**config.mk**
```make
export PLATFORM = sky130hd
export DESIGN_NAME = decode_pipe_flat
export DESIGN_NICKNAME = d
export VERILOG_FILES = /design/src/rtl/decode_pipe_if.sv /design/src/rtl/decode_pipe.sv /design/src/flat_wrapper.sv
export SDC_FILE = /design/constraint.sdc
export NUM_CORES = 1
export LEC_CHECK = 0
export BUFFER_PORTS_ARGS = -buffer_cell sky130_fd_sc_hd__buf_4
export CORE_MARGIN = 1.5
export CORE_UTILIZATION = 25
export DETAILED_ROUTE_END_ITERATION = 6
export GPL_ROUTABILITY_DRIVEN = 0
export PLACE_DENSITY = 0.46
export SETUP_SLACK_MARGIN = 0.5
export SYNTH_ARGS = -nofsm -noshare
export SYNTH_HDL_FRONTEND = slang
export SYNTH_SLANG_ARGS = --single-unit
```
**constraint.sdc**
```tcl
create_clock -name clk -period 3.8 [get_ports clk]
set_input_delay 0.38 -clock clk [delete_from_list [all_inputs] [get_ports clk]]
set_output_delay 0.38 -clock clk [all_outputs]
set_load 0.01 [all_outputs]
```
**src/rtl/decode_pipe_if.sv**
```systemverilog
// Handshake bundle between fetch, the decode_pipe stage and execute.
// slave = the decode stage, master = its environment (fetch + execute).
`ifndef CPU_WIDTH
`define CPU_WIDTH 32
`endif

interface decode_pipe_if #(
  parameter int PC_WIDTH = `CPU_WIDTH
) ();
  // fetch side
  logic                   inst_valid_i;
  logic                   inst_ready_o;
  logic [`CPU_WIDTH-1:0]  inst_i;
  logic [PC_WIDTH-1:0]    pc_i;
  // execute side
  logic                   dec_valid_o;
  logic                   dec_ready_i;
  logic [PC_WIDTH-1:0]    dec_pc_o;
  logic [`CPU_WIDTH-1:0]  dec_inst_o;
  logic                   branch_o;
  logic [1:0]             jump_o;
  logic                   reg_wr_en_o;
  logic [4:0]             reg_wr_adder_o;
  logic [4:0]             reg1_rd_adder_o;
  logic [4:0]             reg2_rd_adder_o;
  logic [2:0]             imm_gen_op_o;
  logic                   csr_wr_en_o;
  logic [11:0]            csr_wr_adder_o;
  logic [11:0]            csr_rd_adder_o;
  logic [4:0]             alu_op_o;
  logic [1:0]             alu_src_sel_o;
  logic [1:0]             alu_res_op_o;
  logic                   illegal_o;

  modport slave (
    input  inst_valid_i, inst_i, pc_i, dec_ready_i,
    output inst_ready_o, dec_valid_o, dec_pc_o, dec_inst_o,
           branch_o, jump_o, reg_wr_en_o, reg_wr_adder_o, reg1_rd_adder_o,
           reg2_rd_adder_o, imm_gen_op_o, csr_wr_en_o, csr_wr_adder_o,
           csr_rd_adder_o, alu_op_o, alu_src_sel_o, alu_res_op_o, illegal_o
  );

  modport master (
    output inst_valid_i, inst_i, pc_i, dec_ready_i,
    input  inst_ready_o, dec_valid_o, dec_pc_o, dec_inst_o,
           branch_o, jump_o, reg_wr_en_o, reg_wr_adder_o, reg1_rd_adder_o,
           reg2_rd_adder_o, imm_gen_op_o, csr_wr_en_o, csr_wr_adder_o,
           csr_rd_adder_o, alu_op_o, alu_src_sel_o, alu_res_op_o, illegal_o
  );
endinterface

```
**src/rtl/decode_pipe.sv**
```systemverilog
// Queued, registered RV32I decode stage with flush and illegal-instruction flagging.
// Define DECODE_MEXT_EN to decode the M extension; otherwise funct7=0x01 R-type is illegal.
`ifndef CPU_WIDTH
`define CPU_WIDTH 32
`endif

module decode_pipe #(
  parameter int DEPTH    = 4,
  parameter int PC_WIDTH = `CPU_WIDTH
) (
  input  logic                       clk,
  input  logic                       rst_n,
  input  logic                       flush_i,
  decode_pipe_if.slave               bus,
  output logic [$clog2(DEPTH+1)-1:0] occupancy_o
);
  localparam int PW = $clog2(DEPTH);
  localparam int CW = $clog2(DEPTH + 1);
  localparam logic [CW-1:0] FULL = CW'(DEPTH);

  localparam logic [6:0] OP_LUI    = 7'b0110111;
  localparam logic [6:0] OP_AUIPC  = 7'b0010111;
  localparam logic [6:0] OP_JAL    = 7'b1101111;
  localparam logic [6:0] OP_JALR   = 7'b1100111;
  localparam logic [6:0] OP_BRANCH = 7'b1100011;
  localparam logic [6:0] OP_LOAD   = 7'b0000011;
  localparam logic [6:0] OP_STORE  = 7'b0100011;
  localparam logic [6:0] OP_IMM    = 7'b0010011;
  localparam logic [6:0] OP_REG    = 7'b0110011;
  localparam logic [6:0] OP_FENCE  = 7'b0001111;
  localparam logic [6:0] OP_SYSTEM = 7'b1110011;

  localparam logic [2:0] F3_ADD_SUB = 3'd0;
  localparam logic [2:0] F3_SLL     = 3'd1;
  localparam logic [2:0] F3_SRL_SRA = 3'd5;

  localparam logic [1:0] JUMP_JAL   = 2'd1;
  localparam logic [1:0] JUMP_JALR  = 2'd2;
  localparam logic [1:0] JUMP_FENCE = 2'd3;

  localparam logic [2:0] IMM_GEN_I    = 3'd0;
  localparam logic [2:0] IMM_GEN_S    = 3'd1;
  localparam logic [2:0] IMM_GEN_B    = 3'd2;
  localparam logic [2:0] IMM_GEN_U    = 3'd3;
  localparam logic [2:0] IMM_GEN_J    = 3'd4;
  localparam logic [2:0] IMM_GEN_CSR  = 3'd5;
  localparam logic [2:0] IMM_GEN_NONE = 3'd7;

  localparam logic [4:0] ALU_ADD  = 5'd0;
  localparam logic [4:0] ALU_SUB  = 5'd1;
  localparam logic [4:0] ALU_SLL  = 5'd2;
  localparam logic [4:0] ALU_SLT  = 5'd3;
  localparam logic [4:0] ALU_SLTU = 5'd4;
  localparam logic [4:0] ALU_XOR  = 5'd5;
  localparam logic [4:0] ALU_SRL  = 5'd6;
  localparam logic [4:0] ALU_SRA  = 5'd7;
  localparam logic [4:0] ALU_OR   = 5'd8;
  localparam logic [4:0] ALU_AND  = 5'd9;
  localparam logic [4:0] ALU_BEQ  = 5'd10;
  localparam logic [4:0] ALU_BNE  = 5'd11;
  localparam logic [4:0] ALU_BLT  = 5'd12;
  localparam logic [4:0] ALU_BGE  = 5'd13;
  localparam logic [4:0] ALU_BLTU = 5'd14;
  localparam logic [4:0] ALU_BGEU = 5'd15;
`ifdef DECODE_MEXT_EN
  localparam logic [4:0] ALU_MUL  = 5'd16;  // MUL..REMU follow in funct3 order
`endif

  localparam logic [1:0] SRC_REG    = 2'd0;
  localparam logic [1:0] SRC_IMM    = 2'd1;
  localparam logic [1:0] SRC_PC_IMM = 2'd2;
  localparam logic [1:0] SRC_PC_4   = 2'd3;

  localparam logic [1:0] RES_ALU  = 2'd0;
  localparam logic [1:0] RES_MEM  = 2'd1;
  localparam logic [1:0] RES_CSR  = 2'd2;
  localparam logic [1:0] RES_NONE = 2'd3;

  typedef struct packed {
    logic        branch;
    logic [1:0]  jump;
    logic        reg_wr_en;
    logic [4:0]  rd;
    logic [4:0]  rs1;
    logic [4:0]  rs2;
    logic [2:0]  imm_op;
    logic        csr_wr_en;
    logic [11:0] csr_wr;
    logic [11:0] csr_rd;
    logic [4:0]  alu_op;
    logic [1:0]  alu_src;
    logic [1:0]  alu_res;
    logic        illegal;
  } ctrl_t;

  localparam ctrl_t CTRL_NULL = '{imm_op: IMM_GEN_NONE, alu_res: RES_NONE, default: '0};

  function automatic logic [4:0] alu_base(input logic [2:0] f3);
    case (f3)
      3'd0:    return ALU_ADD;
      3'd1:    return ALU_SLL;
      3'd2:    return ALU_SLT;
      3'd3:    return ALU_SLTU;
      3'd4:    return ALU_XOR;
      3'd5:    return ALU_SRL;
      3'd6:    return ALU_OR;
      default: return ALU_AND;
    endcase
  endfunction

  function automatic ctrl_t decode(input logic [31:0] inst);
    ctrl_t      c;
    logic [2:0] f3;
    logic [6:0] f7;
    f3 = inst[14:12];
    f7 = inst[31:25];
    c  = CTRL_NULL;
    case (inst[6:0])
      OP_REG: begin
        c.reg_wr_en = 1'b1;
        c.rd        = inst[11:7];
        c.rs1       = inst[19:15];
        c.rs2       = inst[24:20];
        c.alu_src   = SRC_REG;
        c.alu_res   = RES_ALU;
        case (f7)
          7'h00: c.alu_op = alu_base(f3);
          7'h20: begin
            if (f3 == F3_ADD_SUB)      c.alu_op  = ALU_SUB;
            else if (f3 == F3_SRL_SRA) c.alu_op  = ALU_SRA;
            else                       c.illegal = 1'b1;
          end
`ifdef DECODE_MEXT_EN
          7'h01: c.alu_op = ALU_MUL + {2'b00, f3};
`endif
          default: c.illegal = 1'b1;
        endcase
      end
      OP_IMM: begin
        c.reg_wr_en = 1'b1;
        c.rd        = inst[11:7];
        c.rs1       = inst[19:15];
        c.imm_op    = IMM_GEN_I;
        c.alu_src   = SRC_IMM;
        c.alu_res   = RES_ALU;
        c.alu_op    = alu_base(f3);
        if (f3 == F3_SLL && f7 != 7'h00) c.illegal = 1'b1;
        if (f3 == F3_SRL_SRA) begin
          if (f7 == 7'h20)      c.alu_op  = ALU_SRA;
          else if (f7 != 7'h00) c.illegal = 1'b1;
        end
      end
      OP_LOAD: begin
        c.reg_wr_en = 1'b1;
        c.rd        = inst[11:7];
        c.rs1       = inst[19:15];
        c.imm_op    = IMM_GEN_I;
        c.alu_src   = SRC_IMM;
        c.alu_op    = ALU_ADD;
        c.alu_res   = RES_MEM;
      end
      OP_STORE: begin
        c.rs1     = inst[19:15];
        c.rs2     = inst[24:20];
        c.imm_op  = IMM_GEN_S;
        c.alu_src = SRC_IMM;
        c.alu_op  = ALU_ADD;
      end
      OP_BRANCH: begin
        c.branch = 1'b1;
        c.rs1    = inst[19:15];
        c.rs2    = inst[24:20];
        c.imm_op = IMM_GEN_B;
        case (f3)
          3'd0:    c.alu_op  = ALU_BEQ;
          3'd1:    c.alu_op  = ALU_BNE;
          3'd4:    c.alu_op  = ALU_BLT;
          3'd5:    c.alu_op  = ALU_BGE;
          3'd6:    c.alu_op  = ALU_BLTU;
          3'd7:    c.alu_op  = ALU_BGEU;
          default: c.illegal = 1'b1;
        endcase
      end
      OP_JAL: begin
        c.jump      = JUMP_JAL;
        c.reg_wr_en = 1'b1;
        c.rd        = inst[11:7];
        c.imm_op    = IMM_GEN_J;
        c.alu_src   = SRC_PC_4;
        c.alu_res   = RES_ALU;
      end
      OP_JALR: begin
        c.jump      = JUMP_JALR;
        c.reg_wr_en = 1'b1;
        c.rd        = inst[11:7];
        c.rs1       = inst[19:15];
        c.imm_op    = IMM_GEN_I;
        c.alu_src   = SRC_PC_4;
        c.alu_res   = RES_ALU;
        c.illegal   = (f3 != 3'd0);
      end
      OP_LUI, OP_AUIPC: begin
        c.reg_wr_en = 1'b1;
        c.rd        = inst[11:7];
        c.imm_op    = IMM_GEN_U;
        c.alu_src   = (inst[6:0] == OP_LUI) ? SRC_IMM : SRC_PC_IMM;
        c.alu_res   = RES_ALU;
      end
      OP_FENCE: c.jump = JUMP_FENCE;
      OP_SYSTEM: begin
        // Execute combines the old CSR value with rs1/zimm using alu_op.
        c.csr_wr_en = 1'b1;
        c.csr_wr    = inst[31:20];
        c.csr_rd    = inst[31:20];
        c.reg_wr_en = 1'b1;
        c.rd        = inst[11:7];
        c.rs1       = f3[2] ? 5'd0 : inst[19:15];
        c.imm_op    = f3[2] ? IMM_GEN_CSR : IMM_GEN_NONE;
        c.alu_src   = f3[2] ? SRC_IMM : SRC_REG;
        c.alu_res   = RES_CSR;
        c.alu_op    = (f3[1:0] == 2'b10) ? ALU_OR : (f3[1:0] == 2'b11) ? ALU_AND : ALU_ADD;
        c.illegal   = (f3 == 3'd0);
      end
      default: c.illegal = 1'b1;
    endcase
    if (c.illegal) begin
      c         = CTRL_NULL;
      c.illegal = 1'b1;
    end
    return c;
  endfunction

  logic [`CPU_WIDTH-1:0] inst_mem [DEPTH];
  logic [PC_WIDTH-1:0]   pc_mem   [DEPTH];

  logic [PW-1:0]         rd_ptr_q, rd_ptr_d, wr_ptr_q, wr_ptr_d;
  logic [CW-1:0]         count_q, count_d;
  logic                  dec_valid_q, dec_valid_d;
  ctrl_t                 ctrl_q, ctrl_d;
  logic [PC_WIDTH-1:0]   dec_pc_q, dec_pc_d;
  logic [`CPU_WIDTH-1:0] dec_inst_q, dec_inst_d;

  logic                  push, load, head_sel, bypass, enq;
  logic [`CPU_WIDTH-1:0] src_inst;
  logic [PC_WIDTH-1:0]   src_pc;

  // inst_ready_o looks only at the registered count, never at dec_ready_i.
  assign bus.inst_ready_o = rst_n && (count_q < FULL);

  // NOTE: every always_comb output gets a value before any branch, so no latch can form.
  always_comb begin
    push     = bus.inst_valid_i && bus.inst_ready_o;
    load     = !dec_valid_q || bus.dec_ready_i;
    head_sel = load && (count_q != '0);
    bypass   = load && (count_q == '0) && push;
    enq      = push && !bypass;
    src_inst = head_sel ? inst_mem[rd_ptr_q] : bus.inst_i;
    src_pc   = head_sel ? pc_mem[rd_ptr_q]   : bus.pc_i;

    wr_ptr_d    = enq      ? wr_ptr_q + PW'(1) : wr_ptr_q;
    rd_ptr_d    = head_sel ? rd_ptr_q + PW'(1) : rd_ptr_q;
    count_d     = count_q + CW'(enq) - CW'(head_sel);
    dec_valid_d = load ? (head_sel || bypass) : dec_valid_q;
    ctrl_d      = ctrl_q;
    dec_pc_d    = dec_pc_q;
    dec_inst_d  = dec_inst_q;
    if (head_sel || bypass) begin
      ctrl_d     = decode(src_inst);
      dec_pc_d   = src_pc;
      dec_inst_d = src_inst;
    end
  end

  // NOTE: state registers use non-blocking assignment so every flop samples pre-edge values.
  always_ff @(posedge clk) begin
    if (!rst_n || flush_i) begin
      rd_ptr_q    <= '0;
      wr_ptr_q    <= '0;
      count_q     <= '0;
      dec_valid_q <= 1'b0;
      ctrl_q      <= CTRL_NULL;
      dec_pc_q    <= '0;
      dec_inst_q  <= '0;
    end else begin
      rd_ptr_q    <= rd_ptr_d;
      wr_ptr_q    <= wr_ptr_d;
      count_q     <= count_d;
      dec_valid_q <= dec_valid_d;
      ctrl_q      <= ctrl_d;
      dec_pc_q    <= dec_pc_d;
      dec_inst_q  <= dec_inst_d;
    end
  end

  // NOTE: queue storage is deliberately not reset; an entry is only read after it is written.
  always_ff @(posedge clk) begin
    if (enq) begin
      inst_mem[wr_ptr_q] <= bus.inst_i;
      pc_mem[wr_ptr_q]   <= bus.pc_i;
    end
  end

  assign occupancy_o         = count_q;
  assign bus.dec_valid_o     = dec_valid_q;
  assign bus.dec_pc_o        = dec_pc_q;
  assign bus.dec_inst_o      = dec_inst_q;
  assign bus.branch_o        = ctrl_q.branch;
  assign bus.jump_o          = ctrl_q.jump;
  assign bus.reg_wr_en_o     = ctrl_q.reg_wr_en;
  assign bus.reg_wr_adder_o  = ctrl_q.rd;
  assign bus.reg1_rd_adder_o = ctrl_q.rs1;
  assign bus.reg2_rd_adder_o = ctrl_q.rs2;
  assign bus.imm_gen_op_o    = ctrl_q.imm_op;
  assign bus.csr_wr_en_o     = ctrl_q.csr_wr_en;
  assign bus.csr_wr_adder_o  = ctrl_q.csr_wr;
  assign bus.csr_rd_adder_o  = ctrl_q.csr_rd;
  assign bus.alu_op_o        = ctrl_q.alu_op;
  assign bus.alu_src_sel_o   = ctrl_q.alu_src;
  assign bus.alu_res_op_o    = ctrl_q.alu_res;
  assign bus.illegal_o       = ctrl_q.illegal;
endmodule

```
**src/flat_wrapper.sv**
```systemverilog
// flat-port wrapper written by rule: the top's interface ports become plain ports
module decode_pipe_flat 
#(
  parameter int DEPTH    = 4,
  parameter int PC_WIDTH = `CPU_WIDTH
)
  (clk, rst_n, flush_i, occupancy_o, bus_inst_valid_i, bus_inst_i, bus_pc_i, bus_dec_ready_i, bus_inst_ready_o, bus_dec_valid_o, bus_dec_pc_o, bus_dec_inst_o, bus_branch_o, bus_jump_o, bus_reg_wr_en_o, bus_reg_wr_adder_o, bus_reg1_rd_adder_o, bus_reg2_rd_adder_o, bus_imm_gen_op_o, bus_csr_wr_en_o, bus_csr_wr_adder_o, bus_csr_rd_adder_o, bus_alu_op_o, bus_alu_src_sel_o, bus_alu_res_op_o, bus_illegal_o);
  decode_pipe_if #(.PC_WIDTH(PC_WIDTH)) bus_i ();
  input  logic clk;
  input  logic rst_n;
  input  logic flush_i;
  output logic [$clog2(DEPTH+1)-1:0] occupancy_o;
  input wire logic [$bits(bus_i.inst_valid_i)-1:0] bus_inst_valid_i;
  input wire logic [$bits(bus_i.inst_i)-1:0] bus_inst_i;
  input wire logic [$bits(bus_i.pc_i)-1:0] bus_pc_i;
  input wire logic [$bits(bus_i.dec_ready_i)-1:0] bus_dec_ready_i;
  output wire logic [$bits(bus_i.inst_ready_o)-1:0] bus_inst_ready_o;
  output wire logic [$bits(bus_i.dec_valid_o)-1:0] bus_dec_valid_o;
  output wire logic [$bits(bus_i.dec_pc_o)-1:0] bus_dec_pc_o;
  output wire logic [$bits(bus_i.dec_inst_o)-1:0] bus_dec_inst_o;
  output wire logic [$bits(bus_i.branch_o)-1:0] bus_branch_o;
  output wire logic [$bits(bus_i.jump_o)-1:0] bus_jump_o;
  output wire logic [$bits(bus_i.reg_wr_en_o)-1:0] bus_reg_wr_en_o;
  output wire logic [$bits(bus_i.reg_wr_adder_o)-1:0] bus_reg_wr_adder_o;
  output wire logic [$bits(bus_i.reg1_rd_adder_o)-1:0] bus_reg1_rd_adder_o;
  output wire logic [$bits(bus_i.reg2_rd_adder_o)-1:0] bus_reg2_rd_adder_o;
  output wire logic [$bits(bus_i.imm_gen_op_o)-1:0] bus_imm_gen_op_o;
  output wire logic [$bits(bus_i.csr_wr_en_o)-1:0] bus_csr_wr_en_o;
  output wire logic [$bits(bus_i.csr_wr_adder_o)-1:0] bus_csr_wr_adder_o;
  output wire logic [$bits(bus_i.csr_rd_adder_o)-1:0] bus_csr_rd_adder_o;
  output wire logic [$bits(bus_i.alu_op_o)-1:0] bus_alu_op_o;
  output wire logic [$bits(bus_i.alu_src_sel_o)-1:0] bus_alu_src_sel_o;
  output wire logic [$bits(bus_i.alu_res_op_o)-1:0] bus_alu_res_op_o;
  output wire logic [$bits(bus_i.illegal_o)-1:0] bus_illegal_o;
  assign bus_i.inst_valid_i = bus_inst_valid_i;
  assign bus_i.inst_i = bus_inst_i;
  assign bus_i.pc_i = bus_pc_i;
  assign bus_i.dec_ready_i = bus_dec_ready_i;
  assign bus_inst_ready_o = bus_i.inst_ready_o;
  assign bus_dec_valid_o = bus_i.dec_valid_o;
  assign bus_dec_pc_o = bus_i.dec_pc_o;
  assign bus_dec_inst_o = bus_i.dec_inst_o;
  assign bus_branch_o = bus_i.branch_o;
  assign bus_jump_o = bus_i.jump_o;
  assign bus_reg_wr_en_o = bus_i.reg_wr_en_o;
  assign bus_reg_wr_adder_o = bus_i.reg_wr_adder_o;
  assign bus_reg1_rd_adder_o = bus_i.reg1_rd_adder_o;
  assign bus_reg2_rd_adder_o = bus_i.reg2_rd_adder_o;
  assign bus_imm_gen_op_o = bus_i.imm_gen_op_o;
  assign bus_csr_wr_en_o = bus_i.csr_wr_en_o;
  assign bus_csr_wr_adder_o = bus_i.csr_wr_adder_o;
  assign bus_csr_rd_adder_o = bus_i.csr_rd_adder_o;
  assign bus_alu_op_o = bus_i.alu_op_o;
  assign bus_alu_src_sel_o = bus_i.alu_src_sel_o;
  assign bus_alu_res_op_o = bus_i.alu_res_op_o;
  assign bus_illegal_o = bus_i.illegal_o;
  decode_pipe #(.DEPTH(DEPTH), .PC_WIDTH(PC_WIDTH)) u_core (.clk(clk), .rst_n(rst_n), .flush_i(flush_i), .bus(bus_i), .occupancy_o(occupancy_o));
endmodule
```
==> results.toml <==
[global_routing]
grt_pass1_wl_um = 66540
grt_pass1_vias = 10130
overflow = 0
antenna_found_initial = 3
grt_max_degree = 59
grt_use_total = 0.1465

[detailed_routing]
viasPerCell = 4.746
wl_per_cell_um = 21.67
drt-initial-drc-count = 757
ant_nets = 0
drt-total-wl_um = 44600
dr.pass1.iters = 5
drc = 0
num_vias = 9768

[synth]
yosysMostFrequentCell = "edfxtp_1"
ys_ff_latch = 374
yosys_warnings = 0
synthFlopType = "edfxtp_1"
synthTopCellsByCount = "edfxtp_1 (256), dfxtp_1 (118), nor2_1 (86)"
syn-num-nets = 1088
synth_area_sq_um = 14880
synth_top_area_frac = 0.5166
synthArstFlopShare = 0
syn_avg_cell_area_sq_um = 14.70
synthTopCellsByArea = "edfxtp_1 (52%), dfxtp_1 (16%), mux4_2 (8.8%)"
post-synth-top-area-cell = "edfxtp_1"
synthDistinctLibCells = 76
synthCells = 1012
seq_area_frac_synth = 0.6754
synth_edf_count = 256

[worst_hold_path]
hold_path.class = "input port to flop"
hold_depth = 1
holdPathEnd = "u_core.inst_mem[1][17]"
holdCritStartpoint = "bus_inst_i[17]"

[sta]
hold_viol = 0
rsz0062_at_grt = "no"
fmax_ghz = 0.3120
finClkSkew_ps = 17.83
period_share = 0.8435
slew_headroom = 0.3028
setup-violations-final = 0
final.setup.tns_ps = 0
tightestPinTransition_ps = 1045
slew_viol_final = 0
holdWs_ps = 25.25
finalCriticalPeriod_ps = 3205

[cells_and_area]
fillers = 5778
drive_gt1_frac = 0.3055
layout.nets = 1325
area_growth_pct = 28.95
post-route-util = 0.3257

[worst_setup_path]
cp_cell_sequence = "dlygate4sd3_1 -> buf_4 -> or4_1 -> a2111oi_0 -> a31oi_2 -> a21oi_1 -> o211ai_1 -> a2111oi_4 -> a22o_1"
crit_slowest_cell = "dlygate4sd3_1"
crit_required_ps = 4310
path_max_fanout = 6
start_kind = "input port"
crit_arrival_ps = 3710
reg2reg_from = "u_core.occupancy_o[1]"
reg2regPathDepth = 9
timing.rr.end = "u_core.bus.alu_src_sel_o[1]"
crit_type = "input port to flop"
cp_slowest_stage_delay_ps = 570
ff2ff_setup_slack_ps = 690
cp-end-kind = "flop"

[clock_network]
cts_tree = "done"
clk_pin_slew_ps = 60
clock_latency_ps = 570
ctsLongestPathBuffers = 3
numCtsBuffers = 42
cts-root-buf = "clkbuf_16"
cts.sinks = 374
h-tree-depth = 2

[floorplanning]
dieArea_sq_um = 60990
floorplan.initialDensity = 0.2526
ioPinCount = 195
die_w_um = 247.0
core_sq_um = 58910
fp.dieH_um = 247.0
rows = 89

[power]
p_sw_uw = 5073
cellLeakagePower_uw = 0.006610
power_density_nw_per_um2 = 725.3
clkPwrFrac = 0.291
combPwrFrac = 0.357
p_int_uw = 8842
p_seq_frac = 0.352
worst_ir_drop_vdd_uv = 452.6
swShare = 0.3646

[status]
status = "complete, no violations"

[placement]
place_hpwl_um = 29410
port_buffers = 193

[flow_run]
max_cap_violations = 0
-- per-layer routing --
layer | track usage | part of all wire | vias up
met2 | 0.2378 | 0.47 | 327
met5 | 0 | 0.00022 | -
met3 | 0.03299 | 0.065 | 59
met4 | 0.04071 | 0.021 | 2
met1 | 0.1958 | 0.45 | 4920
li1 | - | - | 4460
-- registers in the layout, indices dropped and copies added, names as in the netlist, 3 cells and up, named ones only --
| name | count |
|---|---|
| u_core.bus.imm_gen_op_o | 3 |
| u_core.bus.reg2_rd_adder_o | 5 |
| u_core.bus.dec_inst_o | 32 |
| u_core.bus.reg_wr_adder_o | 5 |
| u_core.bus.csr_rd_adder_o | 12 |
| u_core.inst_mem | 128 |
| u_core.bus.alu_op_o | 4 |
| u_core.occupancy_o | 3 |
| u_core.pc_mem | 128 |
| u_core.bus.dec_pc_o | 32 |
| u_core.bus.reg1_rd_adder_o | 5 |
-- worst max path at each step --
stage	slack, ps	end	cells past startpoint	startpoint
final	590	u_core.bus.reg1_rd_adder_o[3]	9	bus_inst_i[25]
after global routing	480	u_core.bus.reg1_rd_adder_o[1]	9	bus_inst_i[25]
after CTS	570	u_core.bus.alu_src_sel_o[1]	8	flop
after detailed placement	370	u_core.bus.alu_src_sel_o[1]	9	u_core.occupancy_o[1]
after global placement	380	u_core.bus.alu_res_op_o[1]	9	u_core.occupancy_o[1]
after floorplan	500	u_core.inst_mem[0][0]	5	bus_dec_ready_i
-- what timing repair did --
item,4_1_cts,5_1_grt
gates resized for setup,1,4
hold endpoints to repair,127,0
hold buffers,36,0
pin swaps,0,2
endpoints found under the setup margin,16,25
setup buffers,1,4
-- stage by stage --
| step | total power, uW | instance area (sq um) | setup WS [ps] | instances |
|---|---|---|---|---|
| global route | 14690 | 19180 | 475.1 | 2057 |
| floorplan | 7984 | 14880 | 500.1 | 1012 |
| finish | 13920 | 19190 | 594.5 | 2058 |
| global placement | 9872 | 17330 | 376.8 | 1937 |
| CTS | 14050 | 19110 | 572.5 | 2052 |
| detailed placement | 9865 | 17330 | 368.2 | 1937 |
-- logic make-up (layout without fill, tap and decap cells) --
| logic type | Yosys count | count (layout) | synth area share |
|---|---|---|---|
| AO/OA/AOI/OAI | 262 | 262 | 0.1164 |
| adder cells (fa/ha/maj) | 7 | 7 | 0.006391 |
| other | 1 | 3 | 0.0002520 |
| buffers and inverters | 84 | 355 | 0.02733 |
| flip-flops | 374 | 374 | 0.6754 |
| XOR/XNOR | 7 | 7 | 0.004120 |
| multiplexers | 75 | 75 | 0.1061 |
| AND/OR/NAND/NOR | 202 | 202 | 0.06399 |
-- power by group through the flow --
stage / Combinational, uW / Sequential, uW / Clock [uW]
3_5_place_dp: 4840 / 5020 / 0
2_1_floorplan: 2950 / 5030 / 0
4_1_cts: 4960 / 4920 / 4170
6_report: 4970 / 4900 / 4050
5_1_grt: 5450 / 4930 / 4310
3_3_place_gp: 4850 / 5020 / 0
-- critical path: cells and delay by family --
family | cells | cell delay, ps
compound gates | 6 | 2050
buf+inv | 2 | 740
simple gates | 1 | 540
-- cell type report --
type,count,area (sq um),share of cell area
clock buffers,59,1187,0.06188
diodes,2,5.005,0.0002608
multi-input cells,554,4497,0.2344
clock inverters,19,197.7,0.01030
well taps,773,967.2,0.05041
repair buffers,270,2250,0.1172
inverters,7,26.28,0.001369
flip-flops and latches,374,10060,0.5242
-- layout by cell type (no fill, tap or decap), types with 3 or more instances in the layout --
master and count:
a22oi_1 29, nand4_1 4, mux4_2 58, nand3_1 8
xnor2_1 4, nand2_1 51, clkbuf_8 3, nor3b_1 3
dfxtp_1 116, inv_1 6, o31ai_1 6, a21oi_1 70
nor3_1 8, mux2_2 4, and2_4 4, a21o_1 4
nor2_1 85, a31oi_1 4, a22o_1 15, mux4_1 6
xor2_1 3, a211oi_1 11, mux2i_1 7, clkbuf_16 44
and2_1 4, buf_4 224, clkinv_1 3, buf_12 9
nor2b_1 4, dlygate4sd3_1 36, clkinv_2 7, edfxtp_1 256
o21ai_0 51, ha_1 6, clkbuf_1 12, o22ai_1 34
a221oi_1 3
No activity file was read; power rests on OpenSTA's default activity.
